`config.mk`:
```
export PLATFORM = sky130hd
export DESIGN_NAME = prog_loader
export DESIGN_NICKNAME = d
export VERILOG_FILES = /design/src/rtl/loader_pkg.sv /design/src/rtl/sat_counter.sv /design/src/rtl/prog_loader.sv
export SDC_FILE = /design/constraint.sdc
export NUM_CORES = 1
export LEC_CHECK = 0
export ABC_AREA = 1
export CAP_MARGIN = 10
export CORE_UTILIZATION = 45
export DETAILED_ROUTE_END_ITERATION = 10
export GPL_TIMING_DRIVEN = 0
export PLACE_DENSITY = 0.91
export REMOVE_ABC_BUFFERS = 1
export SYNTH_ARGS = -nofsm -noshare
export SYNTH_HDL_FRONTEND = slang
export SYNTH_SLANG_ARGS = --single-unit
```
`constraint.sdc`:
```
create_clock -name clk -period 3.5 [get_ports clk]
set_input_delay 1.05 -clock clk [delete_from_list [all_inputs] [get_ports clk]]
set_output_delay 1.05 -clock clk [all_outputs]
set_load 0.005 [all_outputs]
```
`src/rtl/loader_pkg.sv`:
```
// -----------------------------------------------------------------------------
// loader_pkg
//   Shared types and defaults for the program loader block.
//   - state_e : loader sequencing states (IDLE / LOAD / RUN / DONE)
//   - D_DEF   : default program-counter / instruction-address width
//   - IW_DEF  : default machine-code word width
//   - CW_DEF  : default run-cycle counter width
// -----------------------------------------------------------------------------
package loader_pkg;

  typedef enum logic [1:0] {
    ST_IDLE = 2'd0,
    ST_LOAD = 2'd1,
    ST_RUN  = 2'd2,
    ST_DONE = 2'd3
  } state_e;

  localparam int D_DEF  = 12;
  localparam int IW_DEF = 9;
  localparam int CW_DEF = 16;

endpackage

```
`src/rtl/sat_counter.sv`:
```
// -----------------------------------------------------------------------------
// sat_counter
//   Up-counter that sticks at its all-ones value instead of wrapping.
//   Ports:
//     clk   : rising-edge clock
//     rst_n : asynchronous active-low reset, clears the count
//     clr   : synchronous clear (wins over en)
//     en    : count one step this cycle
//     cnt   : current count value
// -----------------------------------------------------------------------------
module sat_counter #(
  parameter int W = 16
) (
  input  logic         clk,
  input  logic         rst_n,
  input  logic         clr,
  input  logic         en,
  output logic [W-1:0] cnt
);

  localparam logic [W-1:0] CNT_MAX = {W{1'b1}};
  localparam logic [W-1:0] CNT_ONE = {{(W-1){1'b0}}, 1'b1};

  logic [W-1:0] cnt_q;
  logic [W-1:0] cnt_d;

  always_comb begin
    cnt_d = cnt_q;
    if (clr) begin
      cnt_d = '0;
    end else if (en && (cnt_q != CNT_MAX)) begin
      cnt_d = cnt_q + CNT_ONE;
    end
  end

  always_ff @(posedge clk or negedge rst_n) begin
    if (!rst_n) begin
      cnt_q <= '0;
    end else begin
      cnt_q <= cnt_d;
    end
  end

  assign cnt = cnt_q;

endmodule

```
`src/rtl/prog_loader.sv`:
```
// -----------------------------------------------------------------------------
// prog_loader
//   Streams a host program into instruction memory, then releases the CPU
//   core and waits for it to finish, handshaking with the host via req/ack.
//
//   Optional feature macro: PROG_LOADER_CYCLE_CNT_EN
//     defined   -> cycle_cnt counts RUN cycles (saturating sat_counter)
//     undefined -> counter logic absent, cycle_cnt tied to 0
//
//   Ports:
//     clk        : rising-edge clock
//     reset      : asynchronous active-low reset
//     req        : host run request (level, four-phase with ack)
//     in_valid   : host instruction word valid
//     in_data    : host instruction word
//     in_last    : final program word marker (qualified by in_valid)
//     in_ready   : loader accepts a word this cycle
//     wr_en      : instruction-memory write strobe
//     wr_addr    : instruction-memory write address
//     wr_data    : instruction-memory write data
//     core_reset : holds the CPU core in reset while high
//     done_in    : CPU reached its terminal address
//     ack        : run complete, to host
//     cycle_cnt  : clock cycles spent running
//     load_err   : program overflowed instruction memory
// -----------------------------------------------------------------------------
module prog_loader
  import loader_pkg::*;
#(
  parameter int D  = D_DEF,
  parameter int IW = IW_DEF,
  parameter int CW = CW_DEF
) (
  input  logic          clk,
  input  logic          reset,
  input  logic          req,
  input  logic          in_valid,
  input  logic [IW-1:0] in_data,
  input  logic          in_last,
  output logic          in_ready,
  output logic          wr_en,
  output logic [D-1:0]  wr_addr,
  output logic [IW-1:0] wr_data,
  output logic          core_reset,
  input  logic          done_in,
  output logic          ack,
  output logic [CW-1:0] cycle_cnt,
  output logic          load_err
);

  localparam logic [D-1:0] ADDR_TOP = {D{1'b1}};
  localparam logic [D-1:0] ADDR_ONE = {{(D-1){1'b0}}, 1'b1};

  state_e       state_q, state_d;
  logic [D-1:0] addr_q, addr_d;
  logic         load_err_q, load_err_d;
  logic         at_top;
  logic         cnt_clr;
  logic         cnt_en;

  assign at_top = (addr_q == ADDR_TOP);

  always_comb begin
    state_d    = state_q;
    addr_d     = addr_q;
    load_err_d = load_err_q;
    cnt_clr    = 1'b0;
    cnt_en     = 1'b0;
    in_ready   = 1'b0;
    core_reset = 1'b1;
    ack        = 1'b0;

    unique case (state_q)
      ST_IDLE: begin
        if (req) begin
          state_d    = ST_LOAD;
          addr_d     = '0;
          load_err_d = 1'b0;
          cnt_clr    = 1'b1;
        end
      end

      ST_LOAD: begin
        // A falling req withdraws readiness so an abort cycle never
        // writes memory or moves the address counter.
        in_ready = req;
        if (!req) begin
          state_d = ST_IDLE;
        end else if (in_valid) begin
          if (in_last) begin
            state_d = ST_RUN;
          end else if (at_top) begin
            state_d    = ST_IDLE;
            load_err_d = 1'b1;
          end
          // The counter parks at the top address rather than wrapping.
          if (!at_top) begin
            addr_d = addr_q + ADDR_ONE;
          end
        end
      end

      ST_RUN: begin
        core_reset = 1'b0;
        // Abort outranks done_in; neither the abort nor the done cycle counts.
        if (!req) begin
          state_d = ST_IDLE;
        end else if (done_in) begin
          state_d = ST_DONE;
        end else begin
          cnt_en = 1'b1;
        end
      end

      ST_DONE: begin
        ack = 1'b1;
        if (!req) begin
          state_d = ST_IDLE;
        end
      end

      default: begin
        state_d = ST_IDLE;
      end
    endcase
  end

  always_ff @(posedge clk or negedge reset) begin
    if (!reset) begin
      state_q    <= ST_IDLE;
      addr_q     <= '0;
      load_err_q <= 1'b0;
    end else begin
      state_q    <= state_d;
      addr_q     <= addr_d;
      load_err_q <= load_err_d;
    end
  end

  // Memory write port is a zero-latency view of the accepted host word.
  assign wr_en    = in_ready & in_valid;
  assign wr_addr  = addr_q;
  assign wr_data  = in_data;
  assign load_err = load_err_q;

`ifdef PROG_LOADER_CYCLE_CNT_EN
  sat_counter #(
    .W (CW)
  ) u_cycle_cnt (
    .clk   (clk),
    .rst_n (reset),
    .clr   (cnt_clr),
    .en    (cnt_en),
    .cnt   (cycle_cnt)
  );
`else
  logic unused_cnt_ctrl;
  assign unused_cnt_ctrl = cnt_clr ^ cnt_en;
  assign cycle_cnt       = '0;
`endif

endmodule

```
**Yosys cells after proc, flatten, opt, wreduce, memory -nomap -nowiden**

Index checks and enable logic that the tools add are counted.

- Logic and storage cells: 47
- Flip-flop bits (word level): 15
- Input port bits: 15
- Output and inout bits: 42

- Add/subtract/negate cells: 1
- Eq/ne operators: 14
- Mux-type cells: 23
- Reduce and logical (&&, ||, !) cells: 5
- Bitwise gates (word level): 1

Operators with widths:

| operator | number |
|---|---|
| 12-bit 2-to-1 mux | 4 |
| 12-bit one-hot mux with 2 select lines | 1 |
| 2-bit 2-to-1 mux | 8 |
| 2-bit != test (second input constant) | 7 |
| 12-bit by 1-bit adder with 12-bit output (second input constant) | 1 |
| 12-bit == test (second input constant) | 1 |
| 5-bit AND reduction | 2 |
| 1-bit 2-to-1 mux | 8 |
| 2-bit one-hot mux with 4 select lines | 1 |
| 3-bit != test (second input constant) | 2 |
| 6-bit AND reduction | 1 |
| 2-bit == test (second input constant) | 2 |
| 4-bit != test (second input constant) | 1 |
| 2-bit by 1-bit == test with 1-bit output (second input constant) | 1 |
| 2-bit logical NOT | 1 |
| 1-bit one-hot mux with 2 select lines | 1 |
| 2-bit nonzero test | 1 |
| 1-bit AND | 1 |

**Longest topological paths before layout**

Gate-level depths: netlist (run 1).

- Depth in word-level cells: 6
- Gate-level depth with buffers: 10
- Gate-level depth less buffers: 10

**Worst setup path after synthesis (run 1)**

No wires, ideal clock.

- Path type: input to output
- From: input port in_valid
- To: output port wr_en
- Arrival time: 1.227 ns
- Stages on the path: 2
- Path buffers: 0
- Data required time: 2.450 ns
- Slack: 1.223 ns
- Path through: nand2_2 -> nor2_1

- Longest elaborated chain between the ends: 1

Ends and longest elaborated chain:

| element | RTL line | text |
|---|---|---|
| start, declared | prog_loader.sv:37 | `input logic in_valid,` |
| 1-bit AND | prog_loader.sv:141 | `assign wr_en = in_ready & in_valid;` |
| end, declared | prog_loader.sv:41 | `output logic wr_en,` |

No other way between the ends.

**Final worst setup path (run 1)**

Same ends and word-level chain as after synthesis.

==> impl_results.rst, run 1 <==
.. list-table::
   :header-rows: 1

   * - Metric
     - Value
   * - Run status
     - complete, no violations
   * - Upper clock frequency limit
     - 300 MHz
   * - Cell with the most instances on the worst path
     - clkdlybuf4s50_1
   * - Most instantiated flip-flop cell in the synthesis netlist
     - dfrtp_1
   * - CP max-delay cell
     - clkdlybuf4s50_1
   * - Clock transition at the registers of the reported paths
     - approximately 90 ps
   * - Total Routed Length
     - 2420 um
   * - FF+latch count, synth
     - 15
   * - Average instance area after synthesis
     - 7.43 sq um
   * - Critical path, cell by cell
     - clkdlybuf4s50_1, nand2_2, nor2_1, clkdlybuf4s50_1
   * - Half-perimeter wire length after detailed placement
     - 1840 um
   * - Type of the worst min-delay path
     - register to register
   * - Area occupied by multi-input gates
     - about 660 sq um
   * - Count of buffers from port buffering
     - 22
   * - Worst-path maximum fanout
     - 2
   * - Number of detailed-routing iterations run before antenna repair
     - 4
   * - Setup Crit Path Kind
     - input pin to primary output
   * - Skew final
     - 7.01 ps
   * - Area growth syn-to-layout
     - 9.37%
   * - Vias in the first global route
     - 914
   * - Total area of sequential cells
     - 375 sq um
   * - Finish-stage setup viols
     - 0
   * - Delay-heaviest family, CP
     - buffers and inverters
   * - Number of CTS-inserted buffers
     - 3
   * - Peak supply drop
     - 0.313 mV
   * - Pin count of the biggest net entering global routing
     - 16
   * - Detailed-route wire length per cell
     - ~11 um
   * - Number of flops mapped to enable cells by yosys
     - 0
   * - Gp weighted congestion
     - approximately 0.85
   * - Worst-case headroom to the max-slew limit
     - 56.3%
   * - Final-report hold violation count
     - 0
   * - Syn Std Cell Area
     - 0.00125 sq mm
   * - Number of distinct library cell variants in the gate-level netlist after synthesis
     - 28
   * - Pin slew with the least headroom to its limit
     - ~650 ps
   * - Worst EP arrival
     - 2280 ps
   * - Global-route wire length before repair
     - 3980 um
   * - Diodes inserted
     - 0
   * - Placed inst area
     - about 0.0013 sq mm
   * - Total DRC errors in the routed layout
     - 0
   * - Number of levels in the clock H-tree
     - 1
   * - Kind of launch point of the worst setup path
     - input pin
   * - Row count
     - 18
   * - Filler Cells Inserted
     - 238
   * - Core Box Area
     - 0.00254 sq mm
   * - Drt first-iter violations
     - 9
   * - Via count normalized by instance count
     - 4.81
   * - WP data required
     - 2450 ps
   * - Number of vias after detailed routing
     - 1020
   * - Most common cell after layout, fill and taps aside
     - nand2_1
   * - Clock latency on the worst-skew pair
     - 280 ps
   * - Tightest hold margin
     - 502 ps
   * - Critical Path End Type
     - primary output
   * - # Max-Cap Violations
     - 0
   * - CTS Root Buffer Type
     - clkbuf_4
   * - Total global routing overflow
     - 0
   * - Layout cells sized above 1
     - 12.6%
   * - Initial antenna violation count
     - 0
   * - Number of clock sinks seen by CTS
     - 15
   * - Pins over their slew limit
     - 0
   * - Setup Buffers After CTS
     - 0
   * - Overall die height
     - 54.8 um
   * - Final setup TNS
     - 0 ps
   * - Tot Pwr
     - ~0.7 mW
   * - Crit path buf inv count
     - 2
   * - Nets
     - 199
   * - DIE AREA
     - 0.00300 sq mm
   * - CTS tree
     - built
   * - Synth Instances
     - 169
   * - Total GRT Usage
     - 18.6%
   * - Async S/R FF share, synth
     - between 90% and 100%
   * - Io pins
     - 57
   * - Max clock buf depth
     - 2
   * - Commonest cells after routing, fill and taps aside
     - nand2_1 (44), clkdlybuf4s50_1 (21), conb_1 (16), nor2_1 (15), dfrtp_1 (15)
   * - Final critical-path required period
     - ~3300 ps
   * - Slowest cell delay on critical path
     - approximately 510 ps
   * - Reported leakage power
     - 0.621 nW
   * - Antenna-violating nets left
     - 0
   * - Count of hold buffers inserted by post-cts repair
     - 0
   * - Period Utilization, post-route
     - 95.1%
   * - Final design area excluding fillers
     - 0.00137 sq mm
   * - Number of warnings reported in the yosys synthesis log
     - 0
   * - Sequential fraction of the synthesis area
     - 29.9%
   * - RSZ-0062 raised after global routing
     - no
   * - Pwr/cell area
     - 512 mW/mm^2
   * - Effective utilization at floorplan
     - 49.3%
   * - Horizontal die dimension
     - 54.8 um
-- path summary, 6_finish.rpt --
kind                       startpoint          to  slack [ps]  cells after the start
max in group asynchronous       reset  state_q[0]        1910                      1
setup / recovery             in_valid       wr_en         170                      4
hold reg to reg              load_err    load_err         500                      2
hold / removal               load_err    load_err         500                      2
min in group asynchronous       reset  wr_addr[0]        1160                      1
setup reg to reg           wr_addr[0]  wr_addr[9]        1810                      9
-- per-stage QoR --
step	worst slack, ps	std cells	util [%]
2_1_floorplan	1220	156	-
3_3_place_gp	43.9	208	52.8
3_5_place_dp	38.6	208	52.8
4_1_cts	37.6	212	53.8
5_1_grt	130	212	53.9
6_report	171	212	53.9
-- area by class of cell --
cell class / count / area share, %
Clock buffer: 4 / 1.91
Inverter: 13 / 3.74
Multi-Input combinational cell: 128 / 48.0
Sequential cell: 15 / 27.3
Tap cell: 30 / 2.73
Timing Repair Buffer: 22 / 16.2
-- synthesized netlist by cell type, types with 2 or more instances --
cell type   n  area, sq um
nand2_4     2         22.5
o21ai_0     2         10.0
nand2_1    44          165
inv_1      10         37.5
nor2_1     15         56.3
nand2_2     4         25.0
dfrtp_1    15          375
nand3_1    13         65.1
o21ai_1     3         15.0
buf_6       2         22.5
nor3_2      2         20.0
xor2_1      6         52.6
a21oi_1     4         20.0
nand4_1     3         18.8
o21ai_2     3         26.3
buf_4      25          188
inv_2       2         7.51
nor3_1      4         20.0
-- cell families after synthesis --
family | synth area share (%)
flip-flops | 29.9
other | 0.299
adder cells (fa/ha/maj) | 0.997
AO/OA/AOI/OAI | 6.98
XOR/XNOR | 4.19
AND/OR/NAND/NOR | 35.6
buffers and inverters | 22.0
-- flip-flops by register name (all words and copies together), names as in the netlist --
register	cells
load_err	1
state_q	2
wr_addr	12
-- metal layers --
metal	global-route usage, %	up-vias	share of wire, %
li1	-	520	-
met1	23.9	458	46
met2	26.9	40	47
met3	9.17	2	6.9
met4	5.98	0	0.83
met5	0	-	0
-- worst reg2reg max path, stage by stage, from the launching register on --
cell      delay, ps
dfrtp_1         450
ha_1            280
nand2_2         110
nor2_4          130
nand3_2         130
nand3b_4        110
nand2_4         110
inv_4           160
nand2_1          90
o21ai_2          50
-- power breakdown --
| part | internal (mW) | switching (mW) | total [mW] |
|---|---|---|---|
| registers | 0.200 | 0.0485 | 0.249 |
| logic | 0.138 | 0.218 | 0.356 |
| clock network | 0.0443 | 0.0528 | 0.0971 |
| total | 0.383 | 0.320 | 0.702 |
-- timing repair --
action	CTS	global route
gates resized for setup	0	1
endpoints found under the setup margin	0	2
endpoints found under the hold margin	0	0
Note: power is estimated with default switching activity, not from simulation.
==> inputs of run 2 (changes only) <==
Settings changed: CORE_UTILIZATION 45 to 51, DONT_BUFFER_PORTS set to 1, PLACE_DENSITY 0.91 to 0.71.
==> impl_results.rst, run 2 (synthesis gave the netlist of run 1 again) <==
.. list-table::
   :header-rows: 1

   * - Metric
     - Value
   * - Run status
     - complete, no violations
   * - Number of detailed-routing iterations run before antenna repair
     - 4
   * - Reported leakage power
     - 0.536 nW
   * - Pwr/cell area
     - 555 mW/mm^2
   * - Pins over their slew limit
     - 0
   * - Count of buffers from port buffering
     - 0
   * - Row count
     - 17
   * - Count of hold buffers inserted by post-cts repair
     - 0
   * - Half-perimeter wire length after detailed placement
     - 1690 um
   * - DIE AREA
     - 0.00266 sq mm
   * - Number of levels in the clock H-tree
     - 1
   * - Final design area excluding fillers
     - 0.00115 sq mm
   * - Final Worst Setup Slack
     - 1200 ps
   * - Initial antenna violation count
     - 0
   * - Period Utilization, post-route
     - 65.8%
   * - Number of CTS-inserted buffers
     - 3
   * - Post-Route Utilization
     - 50.5%
   * - Worst-path maximum fanout
     - 6
   * - Global-route wire length before repair
     - 3830 um
   * - Number of cells after detailed placement
     - 184
   * - Finish-stage setup viols
     - 0
   * - Critical Path End Type
     - primary output
   * - Area growth syn-to-layout
     - -8.47%
   * - Total Routed Length
     - ~2200 um
   * - CTS Root Buffer Type
     - clkbuf_4
   * - Upper clock frequency limit
     - 434 MHz
   * - Peak supply drop
     - 0.278 mV
   * - Setup Buffers After CTS
     - 0
   * - Kind of launch point of the worst setup path
     - input pin
   * - Type of the worst min-delay path
     - input pin to asynchronous set/reset pin
   * - Clock latency on the worst-skew pair
     - just under 300 ps
   * - Core Box Area
     - 0.00228 sq mm
   * - CP max-delay cell
     - nor2_1
   * - Setup Crit Path Kind
     - input pin to primary output
   * - Worst EP arrival
     - 1250 ps
   * - Tot Pwr
     - around 0.64 mW
   * - Sequential Power Share
     - 39.3%
   * - Sw Pwr
     - 0.305 mW
   * - Vias in the first global route
     - ~860
   * - Combinational share of power
     - about 45%
   * - Total global routing overflow
     - 0
   * - Antenna-violating nets left
     - 0
   * - Number of flip-flops under the largest register name
     - 12
   * - Final critical-path required period
     - 2300 ps
   * - Total internal power
     - 0.332 mW
   * - Net Sw Frac
     - a little under half
   * - Delay-heaviest family, CP
     - simple AND/OR/NAND/NOR gates
   * - Critical path, cell by cell
     - inv_1, nor2_1
   * - Nets
     - 177
   * - Number of vias after detailed routing
     - between 900 and 1000
   * - Placed inst area
     - 0.00112 sq mm
   * - Gp weighted congestion
     - 0.812
   * - WP data required
     - 2450 ps
   * - Commonest cells after routing, fill and taps aside
     - nand2_1 (44), conb_1 (16), nor2_1 (15), dfrtp_1 (15), nand3_1 (13)
   * - Total DRC errors in the routed layout
     - 0
   * - Detailed-route wire length per cell
     - between 10 and 15 um
   * - Slowest cell delay on critical path
     - 140 ps
   * - Crit path buf inv count
     - 1
   * - Most common cell after layout, fill and taps aside
     - nand2_1
   * - Drt first-iter violations
     - 24
   * - Worst Setup Slack post-DPL
     - 1200 ps
   * - RSZ-0062 raised after global routing
     - no
   * - Pin count of the biggest net entering global routing
     - 16
   * - Io pins
     - 57
   * - Total GRT Usage
     - about a fifth
   * - Fraction of power consumed by the clock network
     - approximately 16%
   * - CTS tree
     - built
   * - Effective utilization at floorplan
     - between 50% and 60%
   * - Final-report hold violation count
     - 0
   * - Diodes inserted
     - 0
   * - Overall die height
     - 51.6 um
   * - # Max-Cap Violations
     - 0
   * - Number of clock sinks seen by CTS
     - 15
   * - Final setup TNS
     - 0 ps
   * - Tightest hold margin
     - 434 ps
   * - Non-filler instance count after layout
     - 188
   * - Via count normalized by instance count
     - 5.05
   * - Max clock buf depth
     - 2
   * - Horizontal die dimension
     - 51.6 um
   * - Post-cts repair resize count
     - 0
   * - Clock transition at the registers of the reported paths
     - around 90 ps
   * - Skew final
     - 8.72 ps
   * - Layout cells sized above 1
     - 15.0%
==> run 2: path summary, 6_finish.rpt <==
path,from,endpoint,slack [ps],cells after the start
hold / removal,reset,wr_addr[6],430,0
setup / recovery,req,in_ready,1200,2
min in group clk,load_err,load_err,540,2
max in group asynchronous,reset,load_err,2990,0
hold reg to reg,load_err,load_err,540,2
setup reg to reg,wr_addr[0],wr_addr[9],1790,9
==> run 2: final cells by class <==
| cell class | count | area, sq um |
|---|---|---|
| tap | 28 | 35.0 |
| inverter | 13 | 51.3 |
| clock buffer | 3 | 22.5 |
| clock inverter | 1 | 5.00 |
| sequential | 15 | 375 |
| multi-input combinational | 128 | 659 |
| fill | 237 | 1130 |
==> run 2: metal layers <==
layer  GRT usage (%)  share of wire, %  vias to the layer above  routed length, um
li1                -                 -                      484                  -
met1            23.6                44                      409                976
met2            29.2                45                       53                986
met3            10.5               9.9                        4                217
met4            4.05              0.95                        0                 21
met5               0                 0                        -                  0
==> run 2: power groups by stage <==
stage	Clock [mW]	Sequential (mW)	Combinational [mW]
after global placement	0	0.252	0.282
after global routing	0.114	0.257	0.331
after detailed placement	0	0.254	0.287
after floorplan	0	0.244	0.241
after CTS	0.107	0.250	0.289
final	0.102	0.250	0.285
==> RTL change (flow settings as in run 2) <==
The 4 states of `state_e` get a Gray code encoding in 2 bits.
--- a/src/rtl/loader_pkg.sv
+++ b/src/rtl/loader_pkg.sv
@@ -10,8 +10,8 @@
 
   typedef enum logic [1:0] {
-    ST_IDLE = 2'd0,
-    ST_LOAD = 2'd1,
-    ST_RUN  = 2'd2,
-    ST_DONE = 2'd3
+    ST_IDLE = 2'b00,
+    ST_LOAD = 2'b01,
+    ST_RUN  = 2'b11,
+    ST_DONE = 2'b10
   } state_e;
 
Check against the original RTL: no difference found for any inputs over 10 cycles, from zero or initial values and one cycle with reset low; not proved beyond that.
==> RTL change against run 2 <==
- total power down 5.1%
- core utilization down 0.61 points
- routed wire length up 7.5%
- area after synthesis down 3.5%
- sequential cell count unchanged
- worst setup slack worse by 0.20 ns
- global-route usage down 0.30 points
- combinational power down 9.1%
- final area down 3.0%
- via count up 6.6%
- register-to-register slack worse by 0.50 ns
- largest cell class unchanged
==> RTL change: results <==
{
  "dpl-instance-area_mm2": 0.001087,
  "crit_arrival_ns": 1.45,
  "finalWirelength_mm": 2.366,
  "grt_max_degree": 21,
  "slowest_delay_ns": 0.48,
  "port-buffer-count": 0,
  "grtUsageTotal_pct": 18.83,
  "synthFlopType": "dfrtp_1",
  "yosysWarnings": 0,
  "cp_max_fo": 15,
  "rr_startpoint": "wr_addr[0]",
  "use_met2_pct": 33.33,
  "ctsHtreeMaxLevel": 1,
  "synth_common_cells": "nand2_1 (37), buf_4 (25), dfrtp_1 (15), inv_1 (15), nand3_1 (13)",
  "synthMuxAreaShare_pct": 0,
  "via_per_inst": 5.417,
  "cts_resized": 0,
  "clkSlewWorstSetupHoldPaths_ns": 0.09,
  "grt_antenna_before_repair": 0,
  "nets": 176,
  "reg2reg_to": "wr_addr[11]",
  "drive_gt1_share_pct": 11.95,
  "r2r_slack_ns": 1.29,
  "synth-compound-area-share_pct": 10.02,
  "routabilityCongestion": 0.8094,
  "grt_pass1_vias": 858,
  "dpl.hpwl_mm": 1.821,
  "filler_cell_count": 224,
  "grt_use_met3_pct": 8.182,
  "grt_pass1_wl_mm": 3.650,
  "yosys.cell_types.count": 26,
  "n_antenna_cell": 0,
  "fin_skew_ns": 0.003482,
  "crit_end": "wr_en",
  "crit_family": "flip-flops",
  "multiInputGateArea_um2": 600.6,
  "drtIter0Drc": 10,
  "p_leak_uw": 0.0004907,
  "largest_reg_flops": 12,
  "crit_start": "state_q[0]",
  "synth-adder-area-share_pct": 1.033,
  "synthArstFlopShare_pct": 100.0,
  "synth-xor-area-share_pct": 0,
  "ys_seq_area_share_pct": 30.99,
  "met1_usage_pct": 20.04,
  "critPathSlowestCell": "dfrtp_1",
  "ir_drop_v": 0.0003593,
  "yosys-top-cells-area": "dfrtp_1 (31%), buf_4 (15%), nand2_1 (11%), nand4_1 (5.7%), nand3_1 (5.4%)",
  "status": "finished clean"
}
-- RTL change: kinds of logic after synthesis --
kind of cell,count (synthesis)
and+or+nand+nor,83
buffers and inverters,47
AOI/OAI and AO/OA,21
DFF,15
adders and majority gates,1
other,1
-- RTL change: worst reg2reg max path: cells and delay by family (launching register included) --
family	cells	cell delay [ns]
buffers and inverters	1	0.16
adder cells (fa/ha/maj)	1	0.31
flip-flops	1	0.49
AO/OA/AOI/OAI	1	0.05
AND/OR/NAND/NOR	6	1.09
-- RTL change: area by class of cell --
| class | instances | share of cell area [%] |
|---|---|---|
| Clock buffer | 4 | 2.360 |
| Multi-Input combinational cell | 121 | 53.93 |
| Sequential cell | 15 | 33.71 |
| Inverter | 19 | 6.854 |
| Tap cell | 28 | 3.146 |
-- RTL change: stage by stage --
step                instances  utilization [%]  worst slack, ns  power (uW)
floorplan                 155                -            1.192       444.2
global placement          183            48.68            1.073       489.0
detailed placement        183            48.68            1.037       505.6
CTS                       187            49.86            1.015       604.5
global route              187            49.86           0.9167       654.5
finish                    187            49.86           0.9998       604.7
-- RTL change: how the worst min path moves through the flow --
stage                        start    endpoint  slack (ns)  cells past startpoint
after floorplan           load_err    load_err        0.48                      2
after global placement    load_err    load_err        0.50                      2
after detailed placement  load_err    load_err        0.50                      2
after CTS                    reset  wr_addr[5]        0.44                      0
after global routing         reset  wr_addr[2]        0.43                      0
final                        reset  wr_addr[5]        0.44                      0
-- RTL change: power by group --
group	total [uW]	leakage [uW]	internal (uW)	switching, uW
Clock	103	0.0000150	44.4	58.9
Combinational	259	0.000271	68.5	191
Sequential	242	0.000204	199	43.3
Total	605	0.000491	312	293
-- RTL change: metal layers --
metal	wire, um	up-vias
met1	951	465
met2	1161	51
met5	0	-
met3	233	3
li1	-	494
met4	19	0
